## src/rtl/mem_lsu_pkg.sv

```systemverilog
// Shared load/store unit types: RISC-V funct3 access codes, access sizes and FSM states.
package lsu_op_enum;

   typedef enum logic [2:0] {
      LSU_B  = 3'b000,
      LSU_H  = 3'b001,
      LSU_W  = 3'b010,
      LSU_BU = 3'b100,
      LSU_HU = 3'b101
   } lsu_op_e;

   typedef enum logic [1:0] {
      ST_IDLE = 2'd0,
      ST_BUS  = 2'd1,
      ST_DONE = 2'd2
   } lsu_state_e;

   typedef enum logic [1:0] {
      SZ_B = 2'd0,
      SZ_H = 2'd1,
      SZ_W = 2'd2
   } lsu_size_e;

   // Only the low two funct3 bits carry size; 011/110/111 fall through to a word.
   function automatic lsu_size_e op_size(input logic [2:0] op);
      case (op[1:0])
         2'b00:   op_size = SZ_B;
         2'b01:   op_size = SZ_H;
         default: op_size = SZ_W;
      endcase
   endfunction

endpackage

```

## src/rtl/mem_lsu_align.sv

```systemverilog
// mem_align: combinational byte-lane steering for the LSU (byte enables, store
// replication, load extraction with sign/zero extension, misalignment detect).
module mem_align
   import lsu_op_enum::*;
(
   input  logic [1:0]  addr_i,
   input  logic [2:0]  op_i,
   input  logic [31:0] st_data_i,
   input  logic [31:0] rd_data_i,
   output logic [3:0]  be_o,
   output logic [31:0] st_data_o,
   output logic [31:0] ld_data_o,
   output logic        misalign_o
);

   lsu_size_e   size;
   logic [1:0]  lane;
   logic [7:0]  byte_sel;
   logic [15:0] half_sel;

   always_comb begin
      size       = op_size(op_i);
      misalign_o = ((size == SZ_H) && addr_i[0]) || ((size == SZ_W) && (addr_i != 2'b00));
      // Lane is forced to the natural alignment of the access size.
      case (size)
         SZ_H:    lane = {addr_i[1], 1'b0};
         SZ_W:    lane = 2'b00;
         default: lane = addr_i;
      endcase
      byte_sel = rd_data_i[{lane, 3'b000} +: 8];
      half_sel = lane[1] ? rd_data_i[31:16] : rd_data_i[15:0];
      case (size)
         SZ_B: begin
            be_o      = 4'b0001 << lane;
            st_data_o = {4{st_data_i[7:0]}};
            ld_data_o = op_i[2] ? {24'd0, byte_sel} : {{24{byte_sel[7]}}, byte_sel};
         end
         SZ_H: begin
            be_o      = 4'b0011 << {lane[1], 1'b0};
            st_data_o = {2{st_data_i[15:0]}};
            ld_data_o = op_i[2] ? {16'd0, half_sel} : {{16{half_sel[15]}}, half_sel};
         end
         default: begin
            be_o      = 4'b1111;
            st_data_o = st_data_i;
            ld_data_o = rd_data_i;
         end
      endcase
   end

endmodule

```

## src/rtl/mem_lsu.sv

```systemverilog
// mem_lsu: single-outstanding load/store unit with req/ack data bus.
// Define LSU_MISALIGN_TRAP_EN to complete misaligned accesses without a bus cycle.
module mem_lsu
   import lsu_op_enum::*;
#(
   parameter int XLEN = 32
) (
   input  logic              clk_i,
   input  logic              rst_n_i,
   input  logic              mem_rd_en_i,
   input  logic              mem_wr_en_i,
   input  logic [2:0]        mem_op_sel_i,
   input  logic [XLEN-1:0]   alu_data_i,
   input  logic [XLEN-1:0]   rs2_rd_data_i,
   output logic              lsu_busy_o,
   output logic              lsu_done_o,
   output logic [XLEN-1:0]   lsu_data_o,
   output logic              lsu_misalign_o,
   output logic              bus_req_o,
   output logic              bus_wr_o,
   output logic [XLEN-1:0]   bus_addr_o,
   output logic [XLEN/8-1:0] bus_be_o,
   output logic [XLEN-1:0]   bus_wr_data_o,
   input  logic              bus_ack_i,
   input  logic [XLEN-1:0]   bus_rd_data_i
);

   lsu_state_e      state_q, state_d;
   logic [XLEN-1:0] addr_q, addr_d;
   logic [XLEN-1:0] wdata_q, wdata_d;
   logic [XLEN-1:0] data_q, data_d;
   logic [2:0]      op_q, op_d;
   logic            wr_q, wr_d;
   logic            mis_q, mis_d;

   logic            req;
   logic            bus_active;
   logic            trap_now;
   logic [1:0]      a_addr;
   logic [2:0]      a_op;
   logic [3:0]      a_be;
   logic [31:0]     a_st;
   logic [31:0]     a_ld;
   logic            a_mis;

   assign req        = mem_rd_en_i | mem_wr_en_i;
   assign bus_active = (state_q == ST_BUS);

   // In IDLE the aligner looks at the incoming request so misalignment is known before accept.
   assign a_addr = (state_q == ST_IDLE) ? alu_data_i[1:0] : addr_q[1:0];
   assign a_op   = (state_q == ST_IDLE) ? mem_op_sel_i    : op_q;

   mem_align u_align (
      .addr_i     (a_addr),
      .op_i       (a_op),
      .st_data_i  (wdata_q),
      .rd_data_i  (bus_rd_data_i),
      .be_o       (a_be),
      .st_data_o  (a_st),
      .ld_data_o  (a_ld),
      .misalign_o (a_mis)
   );

`ifdef LSU_MISALIGN_TRAP_EN
   assign trap_now = a_mis;
`else
   logic unused_a_mis;
   assign unused_a_mis = a_mis;
   assign trap_now     = 1'b0;
`endif

   always_comb begin
      state_d = state_q;
      addr_d  = addr_q;
      wdata_d = wdata_q;
      data_d  = data_q;
      op_d    = op_q;
      wr_d    = wr_q;
      mis_d   = mis_q;
      case (state_q)
         ST_IDLE: begin
            if (req) begin
               addr_d  = alu_data_i;
               wdata_d = rs2_rd_data_i;
               op_d    = mem_op_sel_i;
               wr_d    = mem_wr_en_i;
               mis_d   = trap_now;
               state_d = trap_now ? ST_DONE : ST_BUS;
            end
         end
         ST_BUS: begin
            if (bus_ack_i) begin
               if (!wr_q) data_d = a_ld;
               state_d = ST_DONE;
            end
         end
         ST_DONE: state_d = ST_IDLE;
         default: state_d = ST_IDLE;
      endcase
   end

   always_ff @(posedge clk_i or negedge rst_n_i) begin
      if (!rst_n_i) begin
         state_q <= ST_IDLE;
         addr_q  <= '0;
         wdata_q <= '0;
         data_q  <= '0;
         op_q    <= '0;
         wr_q    <= 1'b0;
         mis_q   <= 1'b0;
      end else begin
         state_q <= state_d;
         addr_q  <= addr_d;
         wdata_q <= wdata_d;
         data_q  <= data_d;
         op_q    <= op_d;
         wr_q    <= wr_d;
         mis_q   <= mis_d;
      end
   end

   // Bus outputs are gated by state so reset drops them without waiting for a clock.
   assign bus_req_o      = bus_active;
   assign bus_wr_o       = bus_active & wr_q;
   assign bus_addr_o     = bus_active ? {addr_q[XLEN-1:2], 2'b00} : '0;
   assign bus_be_o       = bus_active ? a_be : '0;
   assign bus_wr_data_o  = bus_active ? a_st : '0;
   assign lsu_busy_o     = ((state_q == ST_IDLE) & req) | bus_active;
   assign lsu_done_o     = (state_q == ST_DONE);
   assign lsu_misalign_o = (state_q == ST_DONE) & mis_q;
   assign lsu_data_o     = data_q;

endmodule

```

## config.mk

```make
export PLATFORM = sky130hd
export DESIGN_NAME = mem_lsu
export DESIGN_NICKNAME = d
export VERILOG_FILES = /design/src/rtl/mem_lsu_pkg.sv /design/src/rtl/mem_lsu_align.sv /design/src/rtl/mem_lsu.sv
export SDC_FILE = /design/constraint.sdc
export NUM_CORES = 1
export LEC_CHECK = 0
export BUFFER_PORTS_ARGS = -buffer_cell sky130_fd_sc_hd__buf_2
export CAP_MARGIN = 10
export CORE_UTILIZATION = 40
export DETAILED_ROUTE_END_ITERATION = 7
export PLACE_DENSITY_LB_ADDON = 0.25
export SYNTH_ARGS = -nofsm -noshare
export SYNTH_HDL_FRONTEND = slang
export SYNTH_SLANG_ARGS = --single-unit
```

## constraint.sdc

```tcl
create_clock -name clk_i -period 6.6 [get_ports clk_i]
set_input_delay 1.32 -clock clk_i [delete_from_list [all_inputs] [get_ports clk_i]]
set_output_delay 1.32 -clock clk_i [all_outputs]
set_load 0.01 [all_outputs]
```

======== Yosys cells after proc, flatten, opt, wreduce, memory -nomap -nowiden ========
Cells that the tools add are included.
word-level totals
  register bits after elaboration ......... 102
  input bits .............................. 104
  logic and storage cells ................. 43
cells by class
  reduce and logical (&&, ||, !) cells .... 6
  shift-type cells ........................ 3
  equal/unequal tests ..................... 7
  bitwise gates (word level) .............. 5
  muxes and demuxes ....................... 16
operator list
  kind                                                               count
  32-bit 2-to-1 mux                                                  4
  32-bit one-hot mux with 2 select lines                             2
  32-bit by 6-bit indexed part select with 8-bit output              1
  16-bit 2-to-1 mux                                                  1
  2-bit one-hot mux with 2 select lines                              3
  4-bit one-hot mux with 2 select lines                              1
  2-bit by 1-bit == test with 1-bit output, second input constant    3
  2-bit logical NOT                                                  3
  2-bit 2-to-1 mux                                                   3
  2-bit == test, second input constant                               2
  4-bit 2-to-1 mux                                                   1
  2-bit inequality test, second input constant                       2
  2-bit AND reduction                                                2
  1-bit by 2-bit << shifter with 4-bit output, first input constant  1
  2-bit by 2-bit << shifter with 4-bit output, first input constant  1
  3-bit 2-to-1 mux                                                   1
  3-bit AND reduction                                                1
  1-bit AND                                                          2
  1-bit OR                                                           2
  1-bit inverter                                                     1

======== Depth between registers and ports, before layout ========
Gate-level depths: netlist of run 1.
  depth in word-level cells ............... 9
  mapped depth ............................ 8
  mapped depth without buffers ............ 6

======== Hierarchy ========
From an unflattened synthesis of run 1, not the netlist that was laid out.
unflattened totals
  cell total of the unflattened synthesis .. 495
  area, all modules ....................... 5938.2 µm²
by module, submodules not included
  module     seq. area each (µm²)  instances  area each (µm²)  cells an instance
  mem_lsu    2552.4                1          4654.5           306
  mem_align  0.0                   1          1283.7           189

======== Worst setup path before layout of run 1 ========
OpenSTA, ideal clock, no wires.
  kind .................................... input to output
  from .................................... input port mem_op_sel_i[1]
  to ...................................... output port bus_wr_data_o[29]
  cell stages on the path ................. 5
  arrival time ............................ 2.714 ns
  data required time ...................... 5.280 ns
  setup slack ............................. 2.566 ns
  buffers on the path ..................... 2
  path through ............................ mux2i_1 > clkbuf_1 > clkbuf_1 > nor2_1 > a311oi_1
on the way
  longest elaborated chain between the ends .. 6
  elaborated cells between the ends (all ways) .. 8
RTL lines
  what                                                                           line                 RTL
  start: declaration                                                             mem_lsu.sv:12        input logic [2:0] mem_op_sel_i,
  3-bit 2-to-1 mux (*)                                                           mem_lsu.sv:51        assign a_op = (state_q == ST_IDLE) ? mem_op_sel_i : op_q;
  2-bit by 1-bit == test with 1-bit output or 2-bit logical NOT (tied branches)  mem_lsu_pkg.sv:26    case (op[1:0])
  2-bit one-hot mux with 2 select lines (*)                                      mem_lsu_pkg.sv:26
  2-bit by 1-bit == test with 1-bit output or 2-bit logical NOT (tied branches)  mem_lsu_align.sv:32  case (size)
  32-bit one-hot mux with 2 select lines (*)                                     mem_lsu_align.sv:32
  32-bit 2-to-1 mux (*)                                                          mem_lsu.sv:127       assign bus_wr_data_o = bus_active ? a_st : '0;
  end: declaration                                                               mem_lsu.sv:23        output logic [XLEN-1:0] bus_wr_data_o,
Every way passes the cells marked *; elsewhere a longest branch is shown, timed or not.

======== Worst setup path in the final report of run 1 ========
  from .................................... input port mem_op_sel_i[1]
  to ...................................... output port bus_wr_data_o[8]
Same word-level chain as after synthesis.

==> out/qor.yml, run 1 <==
postCtsHoldBufs: 0
routabilityCongestion: 0.865
grt_max_degree: 68
status: "completed"
min_path_type: "register to register"
synth_compound_area_share_pct: 12.7
top_level_ports: 209
drv_cap: 0
grt_pass1_vias: 5013
min_from: "addr_q[8]"
cts_resized: 0
fin_cells: 1009
p_leak_nw: 3.50
overflow: 0
arrival_ns: 3.20
synth_area_per_cell_um2: 8.18
grt_setup_unrepaired: "false"
end_kind: "primary output"
power.density_nw_per_um2: 509
fin_util_pct: 52.5
start_util_pct: 41.6
critPathRequiredTime_ns: 5.28
yosys.area_share.simple_pct: 30.7
r2r-start: "state_q[1]"
peakVddDrop_mv: 0.188
fin_ws_ns: 2.08
synth_cells: 652
synth_fa_ha_area_share_pct: 0
fin_crit_ns: 4.52
antenna_found_initial: 0
setup_violations: 0
routed_wl_um: 15700
dieArea_um2: 13800
htreeDepth: 3
vias_per_cell: 5.06
dp.cells: 993
grt_pass1_wl_um: 25800
hold_end: "addr_q[8]"
timing.fmax_mhz: 221
finalPower_mw: 3.42
min_path_cells: 2
cts_root_buffer: "clkbuf_16"
cts_setup_buffers: 0
period_share_pct: 68.4
synthDistinctLibCells: 50
fin_area_um2: 6730
fp-row-count: 41
drv_slew: 0
first_pass_iters: 5
synth_edf_count: 0
worst_slew_pin_slew_ns: 1.07
worst_r2r_endpoint: "lsu_data_o[17]"
portBuffers: 205
synth_top_family_by_area: "simple AND/OR/NAND/NOR gates"
clk_latency_ns: 0.35
max_slew_margin_pct: 26.8
dieWidth_um: 117
dp_slack_ns: 2.08
clockBufferDepth: 2
cts_sinks: 102
drive_gt1_share_pct: 31.5
rr_worst_depth: 6
post_drt_wl_per_cell_um: 15.6
synth_top_flop_cell: "dfrtp_1"
diodes: 0
fin_setup_tns_ns: 0
nNetsFinal: 936
clkSlewWorstSetupHoldPaths_ns: 0.07
grtUsageTotal_pct: 23.7
place_area_um2: 6460
async_flop_share_pct: 100
cts_buffers: 9
yosysSeqAreaShare_pct: 47.9
fp.coreArea_um2: 12800
critPathLaunchType: "primary input"
synth_warnings: 0
die_h_um: 117
cts_tree: "yes"
reg2reg_slack_ns: 2.68
critPathKind: "primary input to primary output"
hold_viol_final: 0
synth_xor_area_share_pct: 0
area_growth_syn_to_layout_pct: 26.3
drt-initial-drc-count: 268
ys_seq_elements: 102
whs_ns: 0.466
drc_errors: 0
path_max_fanout: 29
finClkSkew_ns: 0.00851
vias: 5103
dp.final_hpwl_um: 10900
synth_area_um2: 5330
ant_nets: 0
synth.area.mux_share_pct: 4.65
state kept, by name, indices dropped and copies added, names as in the netlist:
name / flops
addr_q: 32
state_q: 2
wr_q: 1
lsu_data_o: 32
op_q: 3
wdata_q: 32
synth_stat cells, drive strengths merged, types with 6 or more instances:
cell type	n	area (um^2)
or3	9	56.3
nand2	277	1040
mux2	11	128
nor2	44	173
and2	40	250
a221oi	6	52.6
a311oi	9	96.4
buf	11	78.8
a21oi	41	243
dfrtp	102	2550
clkbuf	33	124
a31oi	8	50.1
o21ai	15	78.8
cell families after synthesis:
| group | count (synthesis) |
|---|---|
| mux | 18 |
| simple gates | 388 |
| other cells | 1 |
| flops | 102 |
| compound gates | 96 |
| buf+inv | 47 |
critical path: stages:
cell     delay, ns
buf_2         0.13
mux2_2        0.51
nor2_1        0.80
nand2_1       0.13
a21oi_1       0.16
buf_2         0.14
power by group:
part,switching [mW],internal [mW]
combinational,1.09,0.672
clock,0.234,0.265
sequential,0.228,0.936
total,1.55,1.87
per-layer routing:
metal  vias up  global-route usage, %  part of all wire (%)
met1      2377                   31.1                    44
li1       2496                      -                     -
met4         0                   9.21                   1.6
met3        21                   5.04                   7.3
met5         -                      0                     0
met2       209                   38.2                    47
final cells by class:
class | count | area (um^2)
Tap cell | 172 | 215
Clock buffer | 10 | 239
Timing Repair Buffer | 211 | 1070
Fill cell | 1292 | 6090
Inverter | 3 | 11.3
Multi-Input combinational cell | 505 | 2610
Sequential cell | 102 | 2550
Clock inverter | 6 | 36.3
worst max-delay path by stage:
stage / start / cells past startpoint / slack, ns / to
2_1_floorplan: mem_op_sel_i[1] / 5 / 2.57 / bus_wr_data_o[29]
3_3_place_gp: mem_op_sel_i[1] / 6 / 2.16 / bus_wr_data_o[8]
3_5_place_dp: mem_op_sel_i[1] / 6 / 2.08 / bus_wr_data_o[10]
4_1_cts: mem_op_sel_i[1] / 6 / 2.08 / bus_wr_data_o[10]
5_1_grt: mem_op_sel_i[1] / 6 / 1.84 / bus_wr_data_o[11]
6_report: mem_op_sel_i[1] / 6 / 2.08 / bus_wr_data_o[8]
cells in the final DEF (no fill, tap or decap), types with 3 or more instances in the layout:
| cell | count |
|---|---|
| a21oi_1 | 31 |
| a31oi_1 | 8 |
| a221oi_1 | 6 |
| mux2_2 | 10 |
| a311oi_1 | 8 |
| o21ai_0 | 12 |
| conb_1 | 3 |
| and2_1 | 40 |
| a21oi_2 | 10 |
| buf_2 | 204 |
| clkinv_2 | 4 |
| inv_1 | 3 |
| o221ai_1 | 3 |
| buf_4 | 7 |
| nor2_1 | 42 |
| nand2_1 | 277 |
| dfrtp_1 | 102 |
| mux4_2 | 4 |
| clkbuf_16 | 9 |
| nor3_1 | 4 |
| or3_1 | 9 |
Note: power is estimated with default switching activity, not from simulation.
==> run 2: changes to the inputs <==
==> constraint.sdc (replaced) <==
create_clock -name clk_i -period 4.5 [get_ports clk_i]
set_input_delay 0.9 -clock clk_i [delete_from_list [all_inputs] [get_ports clk_i]]
set_output_delay 0.9 -clock clk_i [all_outputs]
set_load 0.01 [all_outputs]
==> out/qor.yml, run 2 (synthesis gave the netlist of run 1 again) <==
status: "completed"
fin_ws_ns: 0.647
drv_cap: 0
die_h_um: 117
cts_root_buffer: "clkbuf_16"
fin_setup_tns_ns: 0
pwr-share-comb_pct: 50.5
fillCellCount: 1308
first_pass_iters: 5
final_cell_mix: "nand2_1, buf_2, dfrtp_1"
nNetsFinal: 941
finClkSkew_ns: 0.00537
fp.coreArea_um2: 12800
clockBufferDepth: 2
hold_viol_final: 0
arrival_ns: 2.95
grtUsageTotal_pct: 23.8
wl_met2_um: 7570
area_growth_syn_to_layout_pct: 28.0
path_max_fanout: 15
peakVddDrop_mv: 0.298
min_path_type: "register to register"
diodes: 0
grt_setup_unrepaired: "false"
fp-row-count: 41
htreeDepth: 3
dp.cells: 998
whs_ns: 0.464
postCtsHoldBufs: 0
dp.final_hpwl_um: 11300
fin_crit_ns: 3.85
worstPathCellList: "or2_1, mux2_2, nor2_1, nand2_1, a21oi_1, buf_2"
max_slew_margin_pct: 28.8
drv_slew: 0
drc_errors: 0
pwr-share-seq_pct: 33.1
mostFrequentLayoutCell: "nand2_1"
pwr-share-clk_pct: 16.4
worst-path-buf-inv: 1
vias_per_cell: 5.09
met3_length_um: 1200
top_layer: "met4"
critPathLaunchType: "register"
p_sw_share_pct: 44.3
fin_cells: 1014
slowest_stage: "nor2_1"
dp_slack_ns: 0.999
drt-met1-wl_um: 7000
setup_violations: 0
power.density_nw_per_um2: 759
drive_gt1_share_pct: 31.8
dieWidth_um: 117
cts_buffers: 9
top_level_ports: 209
grt_pass1_wl_um: 26100
clkSlewWorstSetupHoldPaths_ns: 0.07
drt-initial-drc-count: 335
routabilityCongestion: 0.845
vias: 5166
ant_nets: 0
routed_wl_um: 16000
slowest_delay_ns: 0.76
timing.fmax_mhz: 260
antenna_found_initial: 0
grt_max_degree: 68
p_sw_mw: 2.29
portBuffers: 205
post_drt_wl_per_cell_um: 15.7
p_leak_nw: 3.53
dieArea_um2: 13800
cp_top_family: "simple AND/OR/NAND/NOR gates"
period_share_pct: 85.6
critPathRequiredTime_ns: 3.60
cts_sinks: 102
cts_tree: "yes"
overflow: 0
cts_setup_buffers: 0
p_int_mw: 2.89
critPathKind: "register to primary output"
worst_slew_pin_slew_ns: 1.05
cts_resized: 0
start_util_pct: 41.6
end_kind: "primary output"
grt_pass1_vias: 4996
clk_latency_ns: 0.35
==> run 2: power by group through the flow <==
| stage | combinational [mW] | clock [mW] | sequential, mW |
|---|---|---|---|
| CTS | 2.65 | 0.871 | 1.71 |
| global placement | 2.62 | 0 | 1.71 |
| global route | 2.94 | 0.901 | 1.77 |
| floorplan | 1.72 | 0 | 1.67 |
| detailed placement | 2.64 | 0 | 1.73 |
| finish | 2.62 | 0.850 | 1.71 |
==> run 2: final timing paths <==
kind	startpoint	end	slack [ns]	cells past startpoint
hold reg to reg	addr_q[17]	addr_q[17]	0.46	2
max in group asynchronous	rst_n_i	lsu_data_o[5]	3.10	2
setup reg to reg	state_q[0]	lsu_data_o[16]	1.55	5
setup / recovery	state_q[0]	bus_wr_data_o[9]	0.65	6
min in group asynchronous	rst_n_i	addr_q[27]	0.50	1
hold / removal	addr_q[17]	addr_q[17]	0.46	2
==> run 2: final cells by class <==
type | count | area, um^2 | share of cell area (%)
clock inverters | 5 | 82.6 | 1.21
inverters | 3 | 11.3 | 0.165
clock buffers | 11 | 243 | 3.56
repair buffers | 216 | 1110 | 16.3
flip-flops and latches | 102 | 2550 | 37.4
well taps | 172 | 215 | 3.15
multi-input cells | 505 | 2610 | 38.2
==> run 2: tightest hold or removal path, stage by stage, from the launching register on <==
cell and delay [ns]:
dfrtp_1 0.34, nand2_1 0.05, nand2_1 0.05
==> run 2: routing by layer <==
layer | global-route usage, % | vias to the layer above
li1 | - | 2509
met1 | 31.6 | 2445
met2 | 39.5 | 199
met3 | 4.89 | 13
met4 | 6.73 | 0
met5 | 0 | -
==> run 2: stage by stage <==
step | power (mW) | instance area [um^2] | utilization, %
6_report | 5.18 | 6820 | 53.2
5_1_grt | 5.62 | 6820 | 53.2
4_1_cts | 5.24 | 6820 | 53.2
3_5_place_dp | 4.37 | 6500 | 50.7
3_3_place_gp | 4.34 | 6500 | 50.7
2_1_floorplan | 3.39 | 5340 | -
